## src/rtl/ex_stage.sv

```systemverilog
// ex_stage -- execute stage of the 5-stage pipeline.
//
// Purpose:
//   Consumes the ID/EX bundle, decodes the EX control field and funct bits,
//   computes the ALU result and the destination register, and registers the
//   outcome into the EX/MEM bundle. An iterative unsigned multiply/divide
//   unit (one bit per cycle) owns the HI/LO registers and holds the upstream
//   stages frozen through ex_stall while it works.
//
// Ports:
//   clk, rst_n        clock (rising edge), synchronous active-low reset
//   ID_EX_RsData      operand A
//   ID_EX_RtData      operand B (register form) and store data
//   ID_EX_RdAddr      destination register when RegDst=1
//   ID_EX_RtAddr      destination register when RegDst=0
//   ID_EX_SignExtend  immediate, bits [5:0] double as funct
//   ID_EX_M           {MemRead, MemWrite}
//   ID_EX_EX          {RegDst, ALUOp[1:0], ALUSrc}
//   ID_EX_WB          {RegWrite, MemtoReg}
//   ex_stall          combinational freeze of PC, IF/ID and ID/EX
//   EX_MEM_*          registered result bundle for the MEM stage

module ex_stage #(
  parameter int ENABLE_MULDIV = 1,
  parameter int MD_ITER       = 32
) (
  input  logic        clk,
  input  logic        rst_n,
  input  logic [31:0] ID_EX_RsData,
  input  logic [31:0] ID_EX_RtData,
  input  logic [4:0]  ID_EX_RdAddr,
  input  logic [4:0]  ID_EX_RtAddr,
  input  logic [31:0] ID_EX_SignExtend,
  input  logic [1:0]  ID_EX_M,
  input  logic [3:0]  ID_EX_EX,
  input  logic [1:0]  ID_EX_WB,
  output logic        ex_stall,
  output logic [31:0] EX_MEM_AluResult,
  output logic [31:0] EX_MEM_WriteData,
  output logic [4:0]  EX_MEM_WriteReg,
  output logic        EX_MEM_Zero,
  output logic [1:0]  EX_MEM_M,
  output logic [1:0]  EX_MEM_WB
);

  localparam int CW = $clog2(MD_ITER);

  localparam logic [5:0] FN_MFHI  = 6'h10;
  localparam logic [5:0] FN_MFLO  = 6'h12;
  localparam logic [5:0] FN_MULTU = 6'h19;
  localparam logic [5:0] FN_DIVU  = 6'h1B;

  typedef enum logic [1:0] {IDLE, MUL, DIV, DONE} mdState_e;

  mdState_e        r_state;
  mdState_e        w_nextState;
  logic [CW-1:0]   r_count;
  logic [31:0]     r_operand;
  logic [31:0]     r_hiAcc;
  logic [31:0]     r_loAcc;
  logic [31:0]     r_hi;
  logic [31:0]     r_lo;

  logic            w_regDst;
  logic [1:0]      w_aluOp;
  logic            w_aluSrc;
  logic [5:0]      w_funct;
  logic [31:0]     w_opA;
  logic [31:0]     w_opB;
  logic [4:0]      w_writeReg;
  logic [31:0]     w_aluResult;
  logic            w_isMulDiv;
  logic            w_start;
  logic            w_lastIter;
  logic            w_bubble;
  logic [32:0]     w_mulSum;
  logic [63:0]     w_mulNext;
  logic [32:0]     w_divShift;
  logic [32:0]     w_divTrial;
  logic [31:0]     w_divRem;
  logic [31:0]     w_divQuo;

  assign w_regDst   = ID_EX_EX[3];
  assign w_aluOp    = ID_EX_EX[2:1];
  assign w_aluSrc   = ID_EX_EX[0];
  assign w_funct    = ID_EX_SignExtend[5:0];
  assign w_opA      = ID_EX_RsData;
  assign w_opB      = w_aluSrc ? ID_EX_SignExtend : ID_EX_RtData;
  assign w_writeReg = w_regDst ? ID_EX_RdAddr : ID_EX_RtAddr;

  assign w_isMulDiv = (w_aluOp == 2'b10) && ((w_funct == FN_MULTU) || (w_funct == FN_DIVU));
  assign w_start    = (ENABLE_MULDIV != 0) && w_isMulDiv && (r_state == IDLE);
  assign w_lastIter = (r_count == CW'(MD_ITER - 1));

  // A mul/div instruction never writes a GPR or touches memory, so it leaves
  // as a bubble; the same holds for every cycle the pipeline is frozen.
  assign w_bubble   = ex_stall || w_isMulDiv;

  // Shift-add step: conditionally add the multiplicand into the high half,
  // then shift the whole {carry, hi, lo} right by one. The multiplier sits in
  // lo and is consumed from its LSB as product bits are shifted in on top.
  assign w_mulSum   = {1'b0, r_hiAcc} + (r_loAcc[0] ? {1'b0, r_operand} : 33'd0);
  assign w_mulNext  = {w_mulSum, r_loAcc[31:1]};

  // Restoring division step: bring the next dividend bit into the partial
  // remainder and keep the subtraction only if it did not go negative. A zero
  // divisor always "succeeds", which naturally yields all-ones quotient and
  // the dividend as remainder.
  assign w_divShift = {r_hiAcc, r_loAcc[31]};
  assign w_divTrial = w_divShift - {1'b0, r_operand};
  assign w_divRem   = w_divTrial[32] ? w_divShift[31:0] : w_divTrial[31:0];
  assign w_divQuo   = {r_loAcc[30:0], ~w_divTrial[32]};

  // Main ALU: ALUOp picks the fixed operations, R-type falls through to the
  // funct decode. MFHI/MFLO read the architectural HI/LO directly.
  always_comb begin
    w_aluResult = '0;
    case (w_aluOp)
      2'b00: w_aluResult = w_opA + w_opB;
      2'b01: w_aluResult = w_opA - w_opB;
      2'b11: w_aluResult = w_opA | {16'b0, ID_EX_SignExtend[15:0]};
      default: begin
        case (w_funct)
          6'h20, 6'h21: w_aluResult = w_opA + w_opB;
          6'h22, 6'h23: w_aluResult = w_opA - w_opB;
          6'h24:        w_aluResult = w_opA & w_opB;
          6'h25:        w_aluResult = w_opA | w_opB;
          6'h26:        w_aluResult = w_opA ^ w_opB;
          6'h27:        w_aluResult = ~(w_opA | w_opB);
          6'h2A:        w_aluResult = {31'b0, $signed(w_opA) < $signed(w_opB)};
          6'h2B:        w_aluResult = {31'b0, w_opA < w_opB};
          FN_MFHI:      w_aluResult = r_hi;
          FN_MFLO:      w_aluResult = r_lo;
          default:      w_aluResult = '0;
        endcase
      end
    endcase
  end

  // Mul/div FSM state register.
  always_ff @(posedge clk) begin
    if (!rst_n) begin
      r_state <= IDLE;
    end else begin
      r_state <= w_nextState;
    end
  end

  // Mul/div FSM next-state: DONE exists so that the cycle after the last
  // iteration is unstalled, letting upstream advance exactly once.
  always_comb begin
    w_nextState = r_state;
    case (r_state)
      IDLE:    if (w_start) w_nextState = (w_funct == FN_MULTU) ? MUL : DIV;
      MUL,
      DIV:     if (w_lastIter) w_nextState = DONE;
      DONE:    w_nextState = IDLE;
      default: w_nextState = IDLE;
    endcase
  end

  // Mul/div FSM output: stall starts combinationally in the issue cycle so
  // the instruction stays put in ID/EX; reset forces it low.
  always_comb begin
    ex_stall = 1'b0;
    case (r_state)
      IDLE:    ex_stall = w_start;
      MUL,
      DIV:     ex_stall = 1'b1;
      default: ex_stall = 1'b0;
    endcase
    if (!rst_n) ex_stall = 1'b0;
  end

  // Mul/div datapath: operands are captured at issue so later ID/EX changes
  // cannot disturb the iteration; HI/LO change only on the final iteration.
  always_ff @(posedge clk) begin
    if (!rst_n) begin
      r_count   <= '0;
      r_operand <= '0;
      r_hiAcc   <= '0;
      r_loAcc   <= '0;
      r_hi      <= '0;
      r_lo      <= '0;
    end else begin
      case (r_state)
        IDLE: begin
          if (w_start) begin
            r_count <= '0;
            r_hiAcc <= '0;
            if (w_funct == FN_MULTU) begin
              r_operand <= w_opA;
              r_loAcc   <= w_opB;
            end else begin
              r_operand <= w_opB;
              r_loAcc   <= w_opA;
            end
          end
        end
        MUL: begin
          r_count <= r_count + 1'b1;
          r_hiAcc <= w_mulNext[63:32];
          r_loAcc <= w_mulNext[31:0];
          if (w_lastIter) begin
            r_hi <= w_mulNext[63:32];
            r_lo <= w_mulNext[31:0];
          end
        end
        DIV: begin
          r_count <= r_count + 1'b1;
          r_hiAcc <= w_divRem;
          r_loAcc <= w_divQuo;
          if (w_lastIter) begin
            r_hi <= w_divRem;
            r_lo <= w_divQuo;
          end
        end
        default: ;
      endcase
    end
  end

  // EX/MEM pipeline register: a bubble clears the whole bundle so nothing
  // downstream can act on it.
  always_ff @(posedge clk) begin
    if (!rst_n || w_bubble) begin
      EX_MEM_AluResult <= '0;
      EX_MEM_WriteData <= '0;
      EX_MEM_WriteReg  <= '0;
      EX_MEM_Zero      <= 1'b0;
      EX_MEM_M         <= '0;
      EX_MEM_WB        <= '0;
    end else begin
      EX_MEM_AluResult <= w_aluResult;
      EX_MEM_WriteData <= ID_EX_RtData;
      EX_MEM_WriteReg  <= w_writeReg;
      EX_MEM_Zero      <= (w_aluResult == 32'd0);
      EX_MEM_M         <= ID_EX_M;
      EX_MEM_WB        <= ID_EX_WB;
    end
  end

endmodule

```

## config.mk

```make
export PLATFORM = sky130hd
export DESIGN_NAME = ex_stage
export DESIGN_NICKNAME = d
export VERILOG_FILES = /design/src/rtl/ex_stage.sv
export SDC_FILE = /design/constraint.sdc
export NUM_CORES = 1
export LEC_CHECK = 0
export BUFFER_PORTS_ARGS = -buffer_cell sky130_fd_sc_hd__buf_2
export CELL_PAD_IN_SITES_DETAIL_PLACEMENT = 1
export CELL_PAD_IN_SITES_GLOBAL_PLACEMENT = 1
export CORE_MARGIN = 2
export CORE_UTILIZATION = 42
export CTS_BUF_LIST = sky130_fd_sc_hd__clkbuf_4 sky130_fd_sc_hd__clkbuf_8
export DETAILED_ROUTE_END_ITERATION = 10
export GPL_ROUTABILITY_DRIVEN = 0
export PLACE_DENSITY_LB_ADDON = 0.1
export SETUP_SLACK_MARGIN = 0.2
export SYNTH_ARGS = -nofsm -noshare
export SYNTH_HDL_FRONTEND = slang
export SYNTH_SLANG_ARGS = --single-unit
```

## constraint.sdc

```tcl
create_clock -name clk -period 4.3 [get_ports clk]
set_input_delay 0 -clock clk [delete_from_list [all_inputs] [get_ports clk]]
set_output_delay 0 -clock clk [all_outputs]
set_load 0.1 [all_outputs]
```

==> results.md, run 1 <==
- CP Capture Type: flop
- H-tree Lvls: 2
- Min-Delay Path Class: in -> reg
- Flops & latches, synth: between 200 and 250
- Part of the cycle the worst path needs: 94.8%
- Clock Skew: 0.0432 ns
- Netlist Area Pre-Place: 20,700 um2
- Final antenna-violating net count: 0
- Area leader, netlist: dfxtp_1
- Post-DP HPWL: between 70,000 and 80,000 um
- CP max stage delay: ~0.57 ns
- Number of fill cells: between 6,000 and 7,000
- Synth cell types: 100
- Maxcap violations: 0
- Worst-Margin Slew: around 1 ns
- CTS max path bufs: 3
- I/O Pins: 191
- Mean post-synth cell area: 7.55 um2
- Final hold slack: 0.0422 ns
- Req. time, crit path: a little under 5 ns
- Total CTS buffers: 44
- Status: finished clean
- Pleak: 10.6 nW
- Number of synthesized flops with an enable pin: 0
- Final TNS setup: 0 ns
- Gate power share: 45.3%
- WL/cell: between 20 and 30 um
- Wire length of the first global-routing pass: 144,000 um
- WP data arrival: 4.65 ns
- Die area: 51,100 um2
- CTS tree: yes
- Largest cells by area after synthesis: dfxtp_1, ha_1, nor2_1
- Routed vias/inst: 6.30
- Slew margin rel.: 32.6%
- Initial DRC Count: 2,112
- Root Buffer: clkbuf_8
- Crit path launch type: primary input
- DRC: 0
- Worst path slowest cell: a211oi_1
- Via count: 23,700
- WL final: 94,700 um
- Nets: 3,357
- Initial antenna violation count: 5
- Peak VDD IR: 363 uV
- Core Area: 48,800 um2
- PwrDens: 362 nW/um2
- Clock Power Share: 25.8%
- Layout cells sized above 1: 17.3%
- Crit-path cells: dlygate4sd3_1 -> buf_2 -> mux2i_1 -> inv_1 -> ha_1 -> fa_1 -> buf_4 -> a21o_2 -> a21oi_1 -> mux2i_1 -> nor3_1 -> a31oi_1 -> a211oi_1 -> buf_4 -> nand4_1 -> nor2_1 -> nand4_1 -> nor4_4 -> nand3_1 -> nor3_2
- Max Slew Vio Count: 0
- Share of total power in sequential cells: between 20% and 30%
- Unrepaired setup endpoints after global routing: true
- Share of flip-flops with an asynchronous set or reset: 0%
- Pint: roughly 4.9 mW
- Final min period: 4.08 ns
- PortBufs: 190
- Grt ovf: 0
- Synthesis Warnings: 0
- Clk_lat worst skew: around 0.66 ns
- Fmax: 0.245 GHz
- Area share of the largest cell type after synthesis: 23.3%
- Clk sink count: 241
- Setup violators final: 0
- Initial core utilization: 42.4%
- Rows: 81
- Psw: 4.18 mW
- Kind of critical path: in -> reg
- Post-layout util: 51.4%
- CP Max Fanout: 4
- Area growth syn-to-layout: 21.2%
- Synth Flop Type: dfxtp_1
- Mapped Cells: between 2,000 and 3,000
- Sequential-to-total area share from yosys stat: 23.3%
- Syn_nets: roughly 3,000
- Via count of the first global-routing pass: 24,000
- Die Span X: 226 um
- Total Routing Usage GR: 36.4%
- Largest net degree at the start of global routing: 78
- Sw Share: 46.0%
- Clock transition at the registers of the reported paths: 0.06 ns
- Final Hold Viols: 0
- Detailed Routing Iterations Pass 1: 6
- Chip height: 226 um
-- metrics by stage --
| step | total power [mW] | instances | instance area, um2 | setup slack [ns] |
|---|---|---|---|---|
| detailed placement | 6.59 | 3593 | 23200 | -0.0344 |
| finish | 9.09 | 3770 | 25100 | 0.224 |
| floorplan | 5.36 | 2745 | 20700 | 0.232 |
| CTS | 9.02 | 3764 | 25000 | 0.225 |
| global placement | 6.50 | 3593 | 23200 | -0.0209 |
| global route | 9.47 | 3769 | 25100 | 0.123 |
-- what timing repair did --
item	4_1_cts	5_1_grt
gates cloned	0	0
hold buffers	93	0
endpoints found under the setup margin	1	41
pin swaps	0	5
endpoints found under the hold margin	147	0
buffers inserted	0	2
gates resized for setup	1	14
-- layout make-up --
type | instances | area (um2) | area share (%)
Multi-Input combinational cell | 2161 | 14600 | 58.3
Tap cell | 664 | 831 | 3.31
Inverter | 156 | 587 | 2.34
Clock buffer | 66 | 833 | 3.32
Antenna cell | 4 | 10.0 | 0.0399
Timing Repair Buffer | 466 | 3310 | 13.2
Clock inverter | 12 | 72.6 | 0.289
Sequential cell | 241 | 4820 | 19.2
-- cells in the mapped netlist, types with 15 or more instances --
cell      instances
xor2_1           26
a31oi_1          45
dfxtp_1         241
o211ai_1         22
nor2b_1          21
a221oi_1         17
a21o_1           32
nor3_1           46
nand2_1         146
inv_1           153
nor4_1           15
a21oi_1         261
o221ai_1         32
xnor2_1          59
nand2b_1         22
a222oi_1         29
o21ai_0         143
o21bai_1         16
and2_1           79
a211oi_1        150
nor2_1          360
o22ai_1          16
a22oi_1          20
nand4_1          27
ha_1            167
o21a_1           32
mux2i_1          94
buf_1            17
nand3_1          42
a22o_1           33
clkbuf_1        145
-- routing by layer --
| metal | vias to the layer above | GRT usage (%) | share of wire [%] |
|---|---|---|---|
| li1 | 10700 | - | - |
| met1 | 11700 | 48.8 | 43 |
| met2 | 1083 | 58.3 | 45 |
| met3 | 241 | 5.85 | 7.9 |
| met4 | 0 | 14.7 | 4.2 |
| met5 | - | 0 | 0 |
-- power by group through the flow --
stage	Clock, mW	Combinational (mW)	Sequential [mW]
CTS	2.38	4.02	2.62
floorplan	0	1.96	3.41
finish	2.35	4.12	2.62
detailed placement	0	3.93	2.66
global route	2.47	4.35	2.64
global placement	0	3.85	2.65
-- logic make-up (layout without fill, tap and decap cells) --
group           count (synthesis)  in the layout  share of synthesized area (%)
compound gates                971            971                           31.9
simple gates                  832            832                           18.9
buf+inv                       343            700                           6.79
flops                         241            241                           23.3
fa+ha+maj                     171            171                           10.5
mux                           101            101                           4.92
xor+xnor                       86             86                           3.67
other cells                     0              4                              0
-- path summary, 6_finish.rpt --
check                                          start              endpoint  slack (ns)  cells past startpoint
worst max register to register          r_operand[0]              r_hi[29]        0.45                     15
worst min-delay path            ID_EX_SignExtend[11]  EX_MEM_AluResult[11]        0.04                      7
worst max-delay path                 ID_EX_RtData[0]           EX_MEM_Zero        0.22                     20
worst min register to register              r_lo[21]              r_lo[21]        0.51                      2
-- layout by cell type (no fill, tap or decap), drive strengths merged, types with 10 or more instances in the layout --
master,Yosys,layout
a21boi,12,12
nand4,27,27
and3,15,15
inv,155,156
o22ai,16,16
nor2b,21,21
o21ai,147,147
clkinv,1,11
a31oi,45,45
nor4,16,16
a221o,11,11
nand2b,23,23
nand3,42,42
o31ai,14,14
a21oi,263,263
dfxtp,241,241
o21bai,16,16
nor3,48,48
and2,81,81
ha,167,167
a222oi,29,29
nor2,361,361
mux2i,94,94
xnor2,59,59
a211o,10,10
o221ai,34,34
nand2,147,147
o21a,32,32
dlygate4sd3,0,93
clkbuf,153,66
xor2,27,27
a221oi,18,18
a22o,33,33
a21o,34,34
o211ai,22,22
a211oi,151,151
buf,34,373
a22oi,20,20
-- sequential cells by signal, summed over array words and instances (netlist names) --
| name | count |
|---|---|
| r_count | 5 |
| r_operand | 32 |
| r_hiAcc | 32 |
| r_loAcc | 32 |
| EX_MEM_M | 2 |
| r_lo | 32 |
| r_hi | 32 |
| EX_MEM_WriteReg | 5 |
| EX_MEM_WriteData | 32 |
| EX_MEM_Zero | 1 |
| r_state | 2 |
| EX_MEM_WB | 2 |
| EX_MEM_AluResult | 32 |
-- worst max-delay path, delay by kind of cell --
kind / cells / cell delay (ns)
and+or+nand+nor: 7 / 1.33
buffers and inverters: 5 / 1.21
AOI/OAI and AO/OA: 4 / 1.09
adders and majority gates: 2 / 0.67
muxes: 2 / 0.35
(Power assumes the default switching activity.)
==> inputs of run 2 (changes only) <==
Settings changed: CORE_MARGIN 2 to 4, CTS_CLUSTER_SIZE from default to 20.
==> run 2 against run 1 <==
Total power grew 3.2%. Hold slack gained 0.0074 ns. Combinational power is essentially flat. Utilization is essentially flat. Register-to-register slack lost 0.04 ns. Cell count shrank 0.21%. Die area grew 3.6%. Clock skew shrank 0.017 ns.
==> results.md, run 2 (synthesized netlist as in run 1, its figures left out) <==
- Final Total Pwr: ~9.4 mW
- Grt met1 use: 46.2%
- Largest net degree at the start of global routing: roughly 70
- Final TNS setup: 0 ns
- Commonest non-fill, non-tap cells in the layout: nor2_1, a21oi_1, dfxtp_1, buf_2, buf_4
- Min-Delay Path Class: in -> reg
- Initial core utilization: 42.4%
- Area growth syn-to-layout: 21.3%
- CTS max path bufs: 3
- Reg-to-reg endpoint: r_hi[14]
- Final hold slack: 0.0495 ns
- CP Max Fanout: 5
- Reg2reg setup slack: 0.41 ns
- Unrepaired setup endpoints after global routing: false
- Die area: between 50,000 and 60,000 um2
- Peak VDD IR: 317 uV
- Total Routing Usage GR: 34.9%
- Pleak: 10.6 nW
- Clk sink count: 241
- Nets: 3,345
- Chip height: 230 um
- Hold_sp: ID_EX_RsData[1]
- Crit-path cells: dlygate4sd3_1 -> buf_2 -> inv_1 -> ha_1 -> inv_1 -> fa_1 -> and2b_2 -> o311ai_1 -> a22o_2 -> o31ai_2 -> a211oi_2 -> buf_4 -> nor3_1 -> o21a_1 -> a211oi_2 -> nand4_1 -> nor4_2 -> nand3_1 -> nor3_2
- Grt ovf: 0
- PwrDens: 373 nW/um2
- Slew margin rel.: 22.3%
- Core Area: 48,800 um2
- GR Util met2: 56.0%
- Clock Skew: 0.0260 ns
- Top Usage Layer GRT: met2
- Total CTS buffers: 45
- WL final: roughly 96,000 um
- Finished Layout Cells: 3,762
- DRC: 0
- Die Span X: approximately 230 um
- Via count: around 24,000
- Initial DRC Count: 2,360
- Worst path slowest cell: dlygate4sd3_1
- Clock transition at the registers of the reported paths: roughly 0.060 ns
- FF-to-FF Start: r_loAcc[31]
- Final min period: 4.02 ns
- Status: finished clean
- GR Layer Usage met3: 6.02%
- WP data arrival: roughly 4.6 ns
- Number of fill cells: 6,167
- H-tree Lvls: 2
- Routed vias/inst: 6.31
- Hold endpoint: r_operand[1]
- Rows: 81
- Req. time, crit path: about 4.9 ns
- Final Hold Viols: 0
- Wire length of the first global-routing pass: 147,000 um
- Worst-Margin Slew: 1.16 ns
- Fmax: 0.249 GHz
- I/O Pins: 191
- Max Slew Vio Count: 0
- Worst Reg2Reg Path Length in Cells: 16
- Commonest non-fill, non-tap cell in the layout: nor2_1
- CP max stage delay: 0.54 ns
- Clk_lat worst skew: 0.66 ns
- Kind of critical path: in -> reg
- Crit path launch type: primary input
- Final antenna-violating net count: 0
- Layout cells sized above 1: between 10% and 20%
- PortBufs: 190
- Hold path cells: 5
- Post-DP HPWL: slightly above 70,000 um
- WL/cell: 25.6 um
- Root Buffer: clkbuf_8
- Setup violators final: 0
- Maxcap violations: 0
- Detailed Routing Iterations Pass 1: 8
- WP buf/inv: 5
- Post-layout util: 51.4%
- CP Capture Type: flop
- Family with the most delay on the worst path: compound AO/OA/AOI/OAI gates
- Initial antenna violation count: 4
- CTS tree: yes
- Via count of the first global-routing pass: about 24,000
- Part of the cycle the worst path needs: 93.5%
- Placed cell count: 3,582
run 2: tightest hold or removal path: cells and delay by family:
kind            cells  cell delay (ns)
compound gates      2             0.29
simple gates        1             0.05
buf+inv             2             0.29
run 2: how the worst max path moves through the flow:
stage | start | end | slack [ns] | cells past startpoint
after floorplan | ID_EX_SignExtend[0] | EX_MEM_Zero | 0.23 | 21
after global placement | ID_EX_EX[0] | EX_MEM_Zero | 0.05 | 16
after detailed placement | ID_EX_EX[0] | EX_MEM_Zero | -0.24 | 16
after CTS | r_loAcc[31] | r_hi[8] | 0.21 | 17
after global routing | r_loAcc[31] | r_hi[14] | 0.16 | 16
final | ID_EX_RsData[0] | EX_MEM_Zero | 0.28 | 19
run 2: cell type report:
cell class                      instances  area, um2  share of cell area (%)
Clock buffer                           74        937                    3.73
Sequential cell                       241       4820                    19.2
Tap cell                              664        831                    3.31
Timing Repair Buffer                  453       3190                    12.7
Antenna cell                            3       7.51                  0.0299
Multi-Input combinational cell       2161      14600                    58.2
Inverter                              156        587                    2.34
Clock inverter                         10        113                   0.448
run 2: metal layers:
| metal | wire (um) | share of wire, % |
|---|---|---|
| met2 | 43100 | 45 |
| met1 | 40100 | 42 |
| met3 | 8120 | 8.4 |
| met5 | 0 | 0 |
| met4 | 4800 | 5.0 |
run 2: timing repair:
action                                  4_1_cts  5_1_grt
resized for setup                             1       16
buffers inserted                              0        2
hold buffers                                 91        0
pin swaps                                     1        2
hold endpoints to repair                    147        0
endpoints found under the setup margin        2       48
run 2: stage by stage:
stage          setup slack, ns  instance area (um2)
5_1_grt                  0.165                25100
3_5_place_dp            -0.238                23100
4_1_cts                  0.213                25000
6_report                 0.277                25100
3_3_place_gp            0.0487                23100
2_1_floorplan            0.232                20700
run 2: power by group:
group	switching, mW	internal [mW]
Combinational	2.92	1.20
Clock	1.14	1.50
Sequential	0.172	2.45
Total	4.23	5.15
==> inputs of run 3 (changes only) <==
--- a/config.mk
+++ b/config.mk
@@ -6,5 +6,5 @@
 export NUM_CORES = 1
 export LEC_CHECK = 0
-export BUFFER_PORTS_ARGS = -buffer_cell sky130_fd_sc_hd__buf_2
+export BUFFER_PORTS_ARGS = -buffer_cell sky130_fd_sc_hd__buf_4
 export CELL_PAD_IN_SITES_DETAIL_PLACEMENT = 1
 export CELL_PAD_IN_SITES_GLOBAL_PLACEMENT = 1
==> constraint.sdc (replaced) <==
create_clock -name clk -period 3.6 [get_ports clk]
set_input_delay 0 -clock clk [delete_from_list [all_inputs] [get_ports clk]]
set_output_delay 0 -clock clk [all_outputs]
set_load 0.005 [all_outputs]
==> run 3 against run 2 <==
First-iteration DRC count rose by 26%. Cell count up 8.3%. Worst setup slack got worse by 0.31 ns. Utilization rose by 7.4 points. The run now ends with negative setup slack left.
==> results.md, run 3 (synthesized netlist as in run 1, its figures left out) <==
- Final hold slack: 0.0508 ns
- CTS tree: yes
- Setup violators final: 7
- Largest net degree at the start of global routing: just over 70
- I/O Pins: about 190
- CP max stage delay: 0.43 ns
- Layout cells sized above 1: 28.1%
- Wire length of the first global-routing pass: approximately 160,000 um
- WL/cell: 26.2 um
- CP dominant cell by count: inv_2
- Crit path launch type: flop
- Fmax: 0.275 GHz
- Rows: 81
- Initial core utilization: 42.4%
- Gate power share: a little over two fifths
- Pint: approximately 6.5 mW
- CTS max path bufs: 3
- Commonest non-fill, non-tap cell in the layout: buf_4
- Unrepaired setup endpoints after global routing: true
- Clock transition at the registers of the reported paths: 0.06 ns
- Clk sink count: 241
- WP buf/inv: 3
- Failing checks: negative setup slack
- Post-DP HPWL: 76,500 um
- Worst-Margin Slew: ~1.3 ns
- Slew margin rel.: between 10 and 15%
- Family with the most delay on the worst path: compound AO/OA/AOI/OAI gates
- Max Slew Vio Count: 0
- Clk_lat worst skew: between 0.6 and 0.7 ns
- WP data arrival: 4.16 ns
- Crit-path cells: inv_2 -> ha_4 -> inv_2 -> fa_2 -> a211oi_2 -> o211ai_1 -> nand4_1 -> a21oi_2 -> o21ai_2 -> o22ai_2 -> o21a_1 -> xor2_4 -> clkbuf_16 -> mux2i_1 -> nor2_1 -> a211o_1 -> o211a_1
- Routed vias/inst: 6.34
- Sw Share: 39.9%
- Final Hold Viols: 0
- CP Capture Type: flop
- Maxcap violations: 0
- Initial antenna violation count: 5
- Clock Power Share: between 20% and 30%
- Final antenna-violating net count: 0
- Via count: 25,800
- Total Routing Usage GR: 37.7%
- WL final: 107,000 um
- Root Buffer: clkbuf_8
- Via count of the first global-routing pass: 26,900
- Req. time, crit path: 4.12 ns
- Kind of critical path: reg -> reg
- Status: complete, but fails checks
- Share of total power in sequential cells: 29.0%
- Nets: 3,659
- Pleak: 12.3 nW
- CP Max Fanout: 7
- Peak VDD IR: 287 uV
- Core Area: 48,800 um2
- DRC: 0
- Number of fill cells: ~6,000
- PwrDens: 377 nW/um2
- Clock Skew: 0.0391 ns
- Part of the cycle the worst path needs: 101%
- Dpl ws: -0.517 ns
- Grt ovf: 0
- Die area: 52,900 um2
- Psw: 4.33 mW
- Area growth syn-to-layout: 38.8%
- Final Total Pwr: 10.8 mW
- Final min period: roughly 3.6 ns
- Commonest non-fill, non-tap cells in the layout: buf_4, nor2_1, a21oi_1, dfxtp_1, inv_1
- Die Span X: around 230 um
- Worst path slowest cell: fa_2
- Initial DRC Count: 2,970
- Detailed Routing Iterations Pass 1: 6
- H-tree Lvls: 2
- Total CTS buffers: between 40 and 50
- Chip height: 230 um
- PortBufs: 190
- Min-Delay Path Class: in -> reg
- Final WS setup: -0.0342 ns
[run 3: routing by layer]
layer  part of all wire (%)  routed length (um)  global-route usage [%]
met4                    6.2                6590                    19.1
met3                    8.2                8760                    5.96
met1                     41               43200                    48.6
met5                  0.025                  27                       0
met2                     45               48000                    61.3
[run 3: repair_timing]
item,CTS,global route
buffers inserted,18,11
cloned,1,1
pin swaps,35,35
setup endpoints to repair,67,76
hold endpoints to repair,140,0
hold buffers,86,0
resized for setup,83,82
[run 3: through the flow]
stage	area, um2	std cells	TNS (ns)	utilization [%]
floorplan	20800	2745	-0.291	-
global route	28700	4074	-3.49	58.8
detailed placement	25900	3871	-5.88	53.0
finish	28700	4074	-0.152	58.8
global placement	25900	3871	-1.79	53.0
CTS	28300	4060	0	57.9
[run 3: cell type report]
type | count | area [um2] | share of cell area (%)
multi-input combinational | 2161 | 15300 | 53.2
timing repair buffer | 766 | 6200 | 21.6
sequential | 241 | 4830 | 16.8
clock buffer | 73 | 923 | 3.21
tap | 664 | 831 | 2.89
inverter | 156 | 587 | 2.04
clock inverter | 11 | 67.6 | 0.235
antenna | 2 | 5.00 | 0.0174
[run 3: worst paths after layout]
check / slack [ns] / startpoint / end / cells after the start
setup / recovery: -0.03 / r_loAcc[31] / r_hi[8] / 17
hold / removal: 0.05 / ID_EX_SignExtend[10] / EX_MEM_AluResult[10] / 6
setup reg to reg: -0.03 / r_loAcc[31] / r_hi[8] / 17
hold reg to reg: 0.51 / r_hiAcc[26] / r_hiAcc[26] / 2
[run 3: power by group through the flow]
stage | clock (mW) | combinational, mW | sequential (mW)
finish | 2.99 | 4.71 | 3.15
global route | 3.15 | 4.97 | 3.17
CTS | 3.02 | 4.42 | 3.13
detailed placement | 0 | 4.25 | 3.18
global placement | 0 | 4.11 | 3.16
floorplan | 0 | 2.32 | 3.14
[run 3: tightest hold or removal path, delay by kind of cell]
family	cells	cell delay, ns
buffers and inverters	2	0.24
AOI/OAI and AO/OA	3	0.34
and+or+nand+nor	1	0.08
